`config.mk`:
```
export PLATFORM = sky130hd
export DESIGN_NAME = alu_result_register
export DESIGN_NICKNAME = d
export VERILOG_FILES = /design/src/rtl/alu_result_register.sv
export SDC_FILE = /design/constraint.sdc
export NUM_CORES = 1
export LEC_CHECK = 0
export CORE_ASPECT_RATIO = 1.1
export CORE_UTILIZATION = 48
export CTS_CLUSTER_SIZE = 40
export DETAILED_ROUTE_END_ITERATION = 8
export DONT_BUFFER_PORTS = 1
export PLACE_DENSITY = 0.69
export SLEW_MARGIN = 5
export SYNTH_ARGS = -nofsm -noshare
export SYNTH_HDL_FRONTEND = slang
export SYNTH_SLANG_ARGS = --single-unit
```
`constraint.sdc`:
```
create_clock -name clock -period 5.4 [get_ports clock]
set_input_delay 0.81 -clock clock [delete_from_list [all_inputs] [get_ports clock]]
set_output_delay 0.81 -clock clock [all_outputs]
set_load 0.03 [all_outputs]
```
`src/rtl/alu_result_register.sv`:
```
// Registered output stage for the lab ALU: synchronized go strobe, capture/shift/rotate/undo ops.
// Define ALU_REG_HIST_EN to build the history LIFO with undo; otherwise mode 11 is a clear op.
module alu_result_register #(
  parameter int WIDTH      = 8,
  parameter int HIST_DEPTH = 4
) (
  input  logic             clock,
  input  logic             reset,
  input  logic             go,
  input  logic [1:0]       mode,
  input  logic [WIDTH-1:0] alu_result,
  output logic [WIDTH-1:0] result,
  output logic [3:0]       b_feedback,
  output logic             carry,
  output logic             done,
  output logic             err,
  output logic             busy,
  output logic [2:0]       history_count
);

  typedef enum logic [1:0] {IDLE = 2'd0, EXEC = 2'd1, DONE = 2'd2} state_t;

  localparam logic [1:0] OP_CAPTURE = 2'd0;
  localparam logic [1:0] OP_SHL     = 2'd1;
  localparam logic [1:0] OP_ROR     = 2'd2;

  state_t           state, state_nxt;
  logic             go_s1, go_s2, go_s3, go_pulse;
  logic [1:0]       op_mode_p0;
  logic [WIDTH-1:0] op_data_p0;
  logic [WIDTH-1:0] result_nxt;
  logic             carry_nxt;
  logic             op_err;
  logic             do_push, do_pop;

  assign go_pulse   = go_s2 & ~go_s3;
  assign busy       = (state != IDLE);
  assign b_feedback = result[3:0];

`ifdef ALU_REG_HIST_EN
  localparam int         IDX_W   = (HIST_DEPTH > 1) ? $clog2(HIST_DEPTH) : 1;
  localparam logic [2:0] DEPTH_C = 3'(HIST_DEPTH);

  logic [WIDTH-1:0] hist_mem [HIST_DEPTH];
  logic [2:0]       hist_cnt;
  logic [IDX_W-1:0] top_idx, wr_idx;
  logic [WIDTH-1:0] hist_top;

  assign top_idx       = IDX_W'(hist_cnt - 3'd1);
  assign wr_idx        = IDX_W'(hist_cnt);
  assign hist_top      = hist_mem[top_idx];
  assign history_count = hist_cnt;

  always_ff @(posedge clock or posedge reset) begin
    if (reset) begin
      hist_cnt <= 3'd0;
    end else if (do_pop) begin
      hist_cnt <= hist_cnt - 3'd1;
    end else if (do_push && (hist_cnt < DEPTH_C)) begin
      hist_cnt <= hist_cnt + 3'd1;
    end
  end

  // When full, the oldest entry (index 0) falls off and the new value lands on top.
  always_ff @(posedge clock) begin
    if (do_push) begin
      if (hist_cnt < DEPTH_C) begin
        hist_mem[wr_idx] <= result;
      end else begin
        for (int i = 0; i < HIST_DEPTH - 1; i++) begin
          hist_mem[i] <= hist_mem[i+1];
        end
        hist_mem[HIST_DEPTH-1] <= result;
      end
    end
  end
`else
  logic unused_hist;

  assign history_count = 3'd0;
  assign unused_hist   = ^{do_push, do_pop};
`endif

  always_comb begin
    state_nxt  = state;
    result_nxt = result;
    carry_nxt  = carry;
    op_err     = 1'b0;
    do_push    = 1'b0;
    do_pop     = 1'b0;
    case (state)
      IDLE: begin
        if (go_pulse) state_nxt = EXEC;
      end
      EXEC: begin
        state_nxt = DONE;
        case (op_mode_p0)
          OP_CAPTURE: begin
            do_push    = 1'b1;
            result_nxt = op_data_p0;
            carry_nxt  = 1'b0;
          end
          OP_SHL: begin
            do_push    = 1'b1;
            result_nxt = {result[WIDTH-2:0], 1'b0};
            carry_nxt  = result[WIDTH-1];
          end
          OP_ROR: begin
            do_push    = 1'b1;
            result_nxt = {result[0], result[WIDTH-1:1]};
          end
          default: begin
`ifdef ALU_REG_HIST_EN
            if (hist_cnt != 3'd0) begin
              do_pop     = 1'b1;
              result_nxt = hist_top;
              carry_nxt  = 1'b0;
            end else begin
              op_err = 1'b1;
            end
`else
            result_nxt = '0;
            carry_nxt  = 1'b0;
`endif
          end
        endcase
      end
      DONE:    state_nxt = IDLE;
      default: state_nxt = IDLE;
    endcase
  end

  // Synchronizer resets high so a go held through reset needs a release and re-press.
  always_ff @(posedge clock or posedge reset) begin
    if (reset) begin
      go_s1  <= 1'b1;
      go_s2  <= 1'b1;
      go_s3  <= 1'b1;
      state  <= IDLE;
      result <= '0;
      carry  <= 1'b0;
      done   <= 1'b0;
      err    <= 1'b0;
    end else begin
      go_s1  <= go;
      go_s2  <= go_s1;
      go_s3  <= go_s2;
      state  <= state_nxt;
      result <= result_nxt;
      carry  <= carry_nxt;
      done   <= (state == EXEC);
      err    <= op_err;
    end
  end

  // Op latch stage: freezes mode and ALU output at the go edge.
  always_ff @(posedge clock) begin
    if ((state == IDLE) && go_pulse) begin
      op_mode_p0 <= mode;
      op_data_p0 <= alu_result;
    end
  end

endmodule

```
* Yosys cells after proc, flatten, opt, wreduce, memory -nomap -nowiden
Cells that the tools add are included.
** Operators by class
- Equality and inequality tests :: 4
- Multiplexer cells :: 4
- Bitwise gates (word level) :: 3
- Reduce and logical (&&, ||, !) cells :: 5
** Operators with widths (number)
- case mux 8 bit (3 select lines) :: 1
- == test 2 x 1 -> 1 bit, second input constant :: 2
- zero test 2 bit :: 2
- case mux 2 bit (2 select lines) :: 1
- == test 2 bit, second input constant :: 1
- 2-to-1 mux 2 bit :: 1
- inequality test 2 bit, second input constant :: 1
- NOT 1 bit :: 2
- case mux 1 bit (2 select lines) :: 1
- AND reduction 2 bit :: 1
- nonzero test 2 bit :: 1
- bitwise AND 1 bit :: 1
- logical AND 1 bit :: 1
** Word-level totals
- Register bits :: 25
- Logic and storage cells :: 25

* Logic depth before layout (Yosys ltp)
Gate-level depths: netlist (run 1).
- Word-level depth :: 4
- Gate-level depth with buffers :: 5
- Mapped depth without buffers :: 3

* Worst setup path before layout (run 1)
Ideal clock, no wire load.
- Kind :: register -> register
- Start :: register state[1]
- End :: register op_data_p0[0] (enable)
- Arrival time :: 1.615 ns
- Slack :: 3.393 ns
- Stages on the path, launching flop included :: 3
- Path buffers :: 0
- Clock period less this slack :: 2.007 ns
- Cell sequence :: dfrtp_1 > or2_2 > nor3b_1
** On the way
- Word-level cells in the longest chain between the ends :: 2
** Ends and longest elaborated chain
- start, declared :: RTL line 27 : state_t state, state_nxt;
- start signal, assigned :: RTL line 148 : state <= state_nxt;
- zero test 2 bit :: RTL line 158 : if ((state == IDLE) && go_pulse) begin
- logical AND 1 bit :: RTL line 158
- end signal, assigned :: RTL line 160 : op_data_p0 <= alu_result;
- end, declared :: RTL line 30 : logic [WIDTH-1:0] op_data_p0;
No other way between the ends.
A chain may end at the register's enable or synchronous reset.

* Worst setup path after layout (run 1)
- Start :: register state[1]
- End :: output port busy
** On the way
- Word-level cells in the longest chain between the ends :: 1
** Ends and longest elaborated chain
- nonzero test 2 bit :: RTL line 37 : assign busy = (state != IDLE);
- end, declared :: RTL line 17 : output logic busy,
No other way between the ends.

==> results of run 1 <==
==> cells by family (layout without fill, tap and decap cells) <==
group,after synthesis,after routing,share of synthesized area [%]
flops,25,25,63.8
simple gates,16,16,7.52
compound gates,15,15,9.75
buf+inv,15,8,9.99
mux,9,9,8.58
other cells,1,4,0.352
==> per-stage QoR <==
step | power [mW] | worst slack, ps | std cells
6_report | 0.432 | 3460 | 105
5_1_grt | 0.455 | 3390 | 105
4_1_cts | 0.437 | 3450 | 105
3_5_place_dp | 0.357 | 3810 | 101
3_3_place_gp | 0.354 | 3830 | 101
2_1_floorplan | 0.357 | 3390 | 84
==> area by class of cell <==
type	instances	area, sq um
fillers	191	988
flip-flops and latches	25	679
multi-input cells	44	290
well taps	28	35.0
clock buffers	4	26.3
repair buffers	2	15.0
inverters	2	7.51
==> synthesized netlist by cell type (2+ instances only) <==
| library cell | number |
|---|---|
| a21oi_1 | 6 |
| a2bb2oi_1 | 6 |
| buf_4 | 11 |
| dfrtp_1 | 12 |
| dfstp_2 | 3 |
| edfxtp_1 | 10 |
| inv_1 | 2 |
| mux2i_1 | 8 |
| nor2_1 | 8 |
| nor2b_1 | 3 |
| nor3b_1 | 2 |
==> worst paths after layout <==
check	start	endpoint	slack [ps]	cells past startpoint
setup reg to reg	state[1]	op_data_p0[4]	3830	3
max in group asynchronous	reset	go_s3	4600	1
hold reg to reg	go_s1	go_s2	370	0
min in group asynchronous	reset	result[3]	420	1
setup / recovery	state[1]	busy	3460	1
hold / removal	go_s1	go_s2	370	0
==> state kept, by name, indices dropped and copies added, names as in the netlist <==
name	count
result	8
op_data_p0	8
done	1
go_s2	1
op_mode_p0	2
carry	1
state	2
go_s1	1
go_s3	1
==> metal layers <==
metal	GRT usage [%]	part of all wire (%)	vias to the layer above
li1	-	-	260
met1	18.8	42	286
met2	26.2	49	26
met3	3.18	6.7	4
met4	10.0	1.8	0
met5	0	0	-
==> power by group <==
part | internal (mW) | switching (mW) | leakage (nW) | total (mW)
Sequential | 0.221 | 0.0810 | 0.269 | 0.302
Combinational | 0.0232 | 0.0255 | 0.152 | 0.0487
Clock | 0.0288 | 0.0521 | 0.0150 | 0.0809
==> flow_summary.yaml, run 1 <==
worst_setup_path:
  setup.worst_path.start_class: "flip-flop"
  critPathTopFamily: "flip-flops"
  critPathSlowestCell: "dfrtp_1"
  arrival_ps: 1130
  cp_num_buf_inv: 0
  crit_path_max_fanout: 3
  critical_path_class: "reg2out"
  max_stage_delay_ps: 420
  cp-end-kind: "output port"
  cp_cell_sequence: "or2_2"
  crit_required_ps: 4590
timing:
  final_max_slew_viol_count: 0
  fin_hold_ws_ps: 365
  tns_ps: 0
  period_share_pct: 36.0
  max_freq_mhz: 515
  tightest_slew_ps: 640
  worst_clock_skew_ps: 9.57
  rsz0062_at_grt: "false"
  hold_viol: 0
  relSlewSlack_pct: 57.4
  finalSetupViolCount: 0
  fin_crit_ps: 1940
finish:
  final_cell_mix: "dfrtp_1, edfxtp_1, mux2i_1, nor2_1"
  fin_nets: 91
  layout-drive-gt1-share_pct: 13.0
  syn_to_final_growth_pct: -1.06
  n_antenna_cell: 0
  final_common_cell: "dfrtp_1"
  final_area_sq_um: 1050
  fin_util_pct: 51.6
grt:
  grt_first_pass_wirelength_microns: 2660
  antenna_found_initial: 0
  grt_max_degree: 19
  grtUsageTotal_pct: 16.1
  grt_pass1_vias: 559
  globalRouteOverflowTotal: 0
clocking:
  cts_root_buffer: "clkbuf_4"
  cts_buffer_depth: 2
  cts_hold_repair.buffers: 0
  cts_tree: "yes"
  cts.sinks: 25
  clk_pin_slew_ps: 120
  post_cts_buffers: 0
  htree_levels: 1
  clock_latency_ps: 310
  cts.repair.resized: 0
  cts_inserted_buffers: 3
synth:
  avgSynthCellArea_sq_um: 13.1
  synth_seq_cells: 25
  synth_edf_count: 10
  synth.distinct_cells: 21
  synthCells: 81
  synth_warnings: 0
  synth.area.top_cells: "dfrtp_1, edfxtp_1, buf_4"
  syn_area_sq_um: 1060
  yosys.area.top_type: "dfrtp_1"
  synth-main-ff-cell: "dfrtp_1"
  synth-seq-area-share_pct: 63.8
  synth_top_area_share_pct: 28.2
  synthArstFlopShare_pct: 60.0
die:
  start_util_pct: 52.1
  num_rows: 17
  io_pins: 32
  die_h_microns: 51.4
  die_w_microns: 46.9
  core-area_sq_um: 2040
  die-area_sq_um: 2410
pwr:
  ir_drop_v: 0.000201
  power_density_nw_per_um2: 410
  leakage_nw: 0.436
placed_design:
  globalplace.congestion: 0.743
  portBuffers: 0
  dpl_cell_area_sq_um: 1030
route:
  drt_wl_total_microns: 1620
  wl_per_cell_microns: 15.5
  num_vias: 576
  post_drt_via_cell_ratio: 5.49
  firstDrtPassIters: 4
  drt_iter0_markers: 7
  route.detailed.drc: 0
  ant_nets: 0
run_status:
  outcome: "complete, no violations"
worst_hold_path:
  hp-class: "reg2reg"
run:
  max-cap-violations: 0
Note: power is estimated with default switching activity, not from simulation.
==> run 2: changes to the inputs <==
==> constraint.sdc (replaced) <==
create_clock -name clock -period 1.9 [get_ports clock]
set_input_delay 0.285 -clock clock [delete_from_list [all_inputs] [get_ports clock]]
set_output_delay 0.285 -clock clock [all_outputs]
set_load 0.03 [all_outputs]
==> run 2 against run 1 <==
Global-route usage rose by 0.62 points; clock power rose to 2.8 times the previous value; combinational power rose to 5.6 times the previous value; sequential power rose to 2.5 times the previous value; routed wire length is 3.0% higher; utilization grew 3.4 points; setup slack lost 3100 ps; register-to-register slack worse by 3400 ps; final cell count increased by 7.6%; power grew to 2.9 times the previous value; sequential cell count did not move; highest routed layer unchanged.
==> flow_summary.yaml, run 2 (same netlist as run 1, synthesis figures left out) <==
grt:
  busiest_layer: "met2"
  grt_first_pass_wirelength_microns: 2790
  grtUsageTotal_pct: 16.7
  antenna_found_initial: 0
  grt_pass1_vias: 580
  globalRouteOverflowTotal: 0
  grt.met3_usage_pct: 4.95
  grt_max_degree: 19
  use_met2_pct: 26.9
  met1_usage_pct: 20.2
pwr:
  ir_drop_v: 0.000603
  leakage_nw: 0.475
  power_density_nw_per_um2: 1120
  finalPower_mw: 1.26
timing:
  worst_clock_skew_ps: 1.78
  tightest_slew_ps: 563
  relSlewSlack_pct: 62.4
  fin_crit_ps: 1510
  finalSetupViolCount: 0
  worst_slack_ps: 392
  period_share_pct: 79.4
  hold_viol: 0
  rsz0062_at_grt: "false"
  fin_hold_ws_ps: 65.5
  max_freq_mhz: 663
  tns_ps: 0
  final_max_slew_viol_count: 0
die:
  start_util_pct: 52.1
  num_rows: 17
  core-area_sq_um: 2040
  die_w_microns: 46.9
  die_h_microns: 51.4
  io_pins: 32
  die-area_sq_um: 2410
clocking:
  clock_latency_ps: 300
  htree_levels: 1
  cts_root_buffer: "clkbuf_4"
  clk_pin_slew_ps: 120
  cts_hold_repair.buffers: 2
  cts_inserted_buffers: 3
  cts.sinks: 25
  post_cts_buffers: 0
  cts_buffer_depth: 2
  cts.repair.resized: 0
  cts_tree: "yes"
worst_setup_path:
  cp-end-kind: "flip-flop"
  crit-reg2reg-launch: "state[1]"
  crit_path_max_fanout: 10
  endpoint: "op_data_p0[1]"
  crit_required_ps: 1930
  regToRegEndpoint: "op_data_p0[1]"
  rrSetupSlack_ps: 390
  r2r_cells: 3
  critical_path_class: "reg2reg"
  setup.worst_path.start_class: "flip-flop"
  setup.worst_path.start: "state[1]"
  arrival_ps: 1530
route:
  drt_iter0_markers: 5
  wl_per_cell_microns: 14.8
  ant_nets: 0
  route.detailed.drc: 0
  num_vias: 576
  firstDrtPassIters: 3
  post_drt_via_cell_ratio: 5.10
  drt_wl_total_microns: 1670
run:
  max-cap-violations: 0
finish:
  multi_input_area_sq_um: 295
  fill_cells: 189
  final_cell_mix: "dfrtp_1, edfxtp_1, mux2i_1, nor2_1, buf_4"
  reg_top3: "op_data_p0: 8 flops, result: 8 flops"
  n_antenna_cell: 0
  regArea_sq_um: 679
  fin_util_pct: 55.0
  fin_nets: 99
  final_common_cell: "dfrtp_1"
  syn_to_final_growth_pct: 5.52
  layout-drive-gt1-share_pct: 20.0
run_status:
  outcome: "complete, no violations"
placed_design:
  dpl_worst_slack_ps: 407
  portBuffers: 0
  globalplace.congestion: 0.726
  dpl.hpwl_microns: 1270
worst_hold_path:
  hold_depth: 0
  hp-class: "in2reg"
## run 2: metrics by stage
| step | instances | cell area, sq um |
|---|---|---|
| 2_1_floorplan | 84 | 1080 |
| 3_3_place_gp | 107 | 1080 |
| 3_5_place_dp | 107 | 1080 |
| 4_1_cts | 113 | 1120 |
| 5_1_grt | 113 | 1120 |
| 6_report | 113 | 1120 |
## run 2: per-layer routing
layer / up-vias / wire length [microns]
met5: - / 0
met4: 0 / 9
met3: 2 / 97
met2: 20 / 879
met1: 276 / 685
li1: 278 / -
## run 2: area by class of cell
type / count / share of cell area, %
Timing Repair Buffer: 10 / 7.13
Inverter: 2 / 0.668
Multi-Input combinational cell: 44 / 26.3
Sequential cell: 25 / 60.5
Clock buffer: 4 / 2.34
Tap cell: 28 / 3.12
## run 2: worst max-delay path: stages, from the launching register on
cell     delay [ps]
dfrtp_1         410
or2_2           410
nor3b_2         190
buf_4           210
## run 2: power breakdown
group | total (mW) | internal, mW | switching (mW)
Clock | 0.225 | 0.0818 | 0.143
Combinational | 0.273 | 0.0990 | 0.174
Sequential | 0.766 | 0.631 | 0.135
Total | 1.26 | 0.812 | 0.451
## run 2: worst min-delay path by stage
stage / end / slack (ps) / startpoint
after global placement: done / 250 / reset
after detailed placement: carry / 270 / reset
after global routing: op_mode_p0[1] / 40 / mode[1]
after CTS: op_data_p0[6] / 50 / alu_result[6]
after floorplan: carry / 180 / reset
final: op_data_p0[4] / 70 / alu_result[4]
==> run 3: changes to the inputs <==
==> constraint.sdc (replaced) <==
create_clock -name clock -period 1.45 [get_ports clock]
set_input_delay 0.2175 -clock clock [delete_from_list [all_inputs] [get_ports clock]]
set_output_delay 0.2175 -clock clock [all_outputs]
set_load 0.03 [all_outputs]
==> run 3 against run 2 <==
Clock-buffer cell count down 1; critical path type is now reg2out; combinational power up 51%; critical path depth down 1; setup slack worse by 320 ps; utilization up 6.2 points; routed wire length up 3.0%; die area unchanged; sequential cell count unchanged; largest power group unchanged; sequential share of layout area down 6.0 points; power up 34%; worst hold slack better by 300 ps.
==> flow_summary.yaml, run 3 (same netlist as run 1, synthesis figures left out) <==
clocking:
  clock_latency_ps: 300
  cts_inserted_buffers: 3
  cts_tree: "yes"
  cts_buffer_depth: 2
  clk_pin_slew_ps: 120
  post_cts_buffers: 0
  htree_levels: 1
  cts_root_buffer: "clkbuf_4"
  cts.sinks: 25
run_status:
  outcome: "complete, no violations"
worst_setup_path:
  arrival_ps: 1160
  critical_path_class: "reg2out"
  cp_cell_sequence: "or2_4, buf_4"
  setup.worst_path.start_class: "flip-flop"
  max_stage_delay_ps: 420
  critPathSlowestCell: "dfrtp_1"
  cp-end-kind: "output port"
  crit_path_max_fanout: 3
  crit_required_ps: 1230
  r2r_cells: 3
finish:
  layout-drive-gt1-share_pct: 21.6
  fill_cells: 195
  regArea_sq_um: 681
  finalNonFillerCells: 125
  n_antenna_cell: 0
  multi_input_area_sq_um: 304
  final_cell_mix: "dlygate4sd3_1, dfrtp_1, edfxtp_1, buf_4"
  reg_top3: "op_data_p0: 8 flops, result: 8 flops"
  fin_nets: 111
  final_area_sq_um: 1250
  syn_to_final_growth_pct: 17.4
  fin_util_pct: 61.2
  final_common_cell: "dlygate4sd3_1"
pwr:
  finalPower_mw: 1.70
  ir_drop_v: 0.000810
  intPower_mw: 1.10
  power_frac_comb_pct: 24.2
  power.share.clock_pct: 17.1
  leakage_nw: 0.530
  p_sw_mw: 0.601
  power_density_nw_per_um2: 1360
  seq_power_share_pct: 58.7
  switching_share_pct: 35.4
grt:
  antenna_found_initial: 0
  grtUsageTotal_pct: 17.0
  grt_max_degree: 17
  grt_pass1_vias: 626
  grt_first_pass_wirelength_microns: 2850
  globalRouteOverflowTotal: 0
timing:
  finalSetupViolCount: 0
  tightest_slew_ps: 550
  rsz0062_at_grt: "false"
  hold_viol: 0
  fin_crit_ps: 1380
  max_freq_mhz: 725
  final_max_slew_viol_count: 0
  period_share_pct: 95.1
  worst_slack_ps: 70.5
  relSlewSlack_pct: 63.3
  worst_clock_skew_ps: 1.52
  tns_ps: 0
  fin_hold_ws_ps: 369
worst_hold_path:
  hold_depth: 0
  hp-class: "reg2reg"
route:
  drt_iter0_markers: 6
  topRoutingLayerUsed: "met4"
  num_vias: 622
  route.detailed.drc: 0
  wl_met3_microns: 70
  ant_nets: 0
  firstDrtPassIters: 4
  m1WireLength_microns: 780
  post_drt_via_cell_ratio: 4.98
  dr_wl_met2_microns: 858
  wl_per_cell_microns: 13.8
  drt_wl_total_microns: 1720
run:
  max-cap-violations: 0
placed_design:
  dpl_worst_slack_ps: 117
  dpl_cell_area_sq_um: 1100
  portBuffers: 0
  dpl.hpwl_microns: 1220
  globalplace.congestion: 0.763
  dp.cells: 109
die:
  die_w_microns: 46.9
  start_util_pct: 52.1
  die_h_microns: 51.4
  die-area_sq_um: 2410
  core-area_sq_um: 2040
  io_pins: 32
  num_rows: 17
## run 3: cell count changes in the layout (fill, tap and decap cells not counted)
cell,before,now
dlygate4sd3_1,2,12
buf_4,8,10
clkbuf_1,1,0
clkinv_2,0,1
dfrtp_1,12,11
dfrtp_2,0,1
nor3b_2,1,0
nor3b_4,0,1
or2_2,1,0
or2_4,0,1
## run 3: per-layer routing
metal	global-route usage, %	vias up
met5	0	-
li1	-	300
met4	4.29	0
met3	3.53	2
met1	22.7	302
met2	27.8	18
## run 3: worst max-delay path: cells and delay by family, from the launching register on
| family | cells | cell delay (ps) |
|---|---|---|
| flops | 1 | 420 |
| buf+inv | 1 | 170 |
| simple gates | 1 | 270 |
## run 3: cell type report
| class | instances | share of cell area (%) |
|---|---|---|
| timing repair buffer | 22 | 15.6 |
| inverter | 2 | 0.601 |
| multi-input combinational | 44 | 24.3 |
| tap | 28 | 2.80 |
| clock buffer | 3 | 1.80 |
| clock inverter | 1 | 0.400 |
| sequential | 25 | 54.5 |
## run 3: power by group through the flow
| stage | clock [mW] | combinational (mW) | sequential (mW) |
|---|---|---|---|
| CTS | 0.303 | 0.413 | 0.997 |
| global route | 0.333 | 0.446 | 1.02 |
| floorplan | 0 | 0.290 | 1.05 |
| global placement | 0 | 0.381 | 1.01 |
| detailed placement | 0 | 0.387 | 1.01 |
| finish | 0.290 | 0.411 | 0.996 |
## run 3: what timing repair did
item | in CTS | in global routing
resized for setup | 0 | 1
hold endpoints to repair | 23 | 0
setup endpoints to repair | 0 | 1
hold buffers | 12 | 0
## run 3: worst paths after layout
kind,from,slack [ps],endpoint
max,state[1],70,busy
min,go_s1,370,go_s2
max reg2reg,state[1],110,op_data_p0[2]
min reg2reg,go_s1,370,go_s2
max in group asynchronous,reset,660,result[0]
min in group asynchronous,reset,400,result[6]
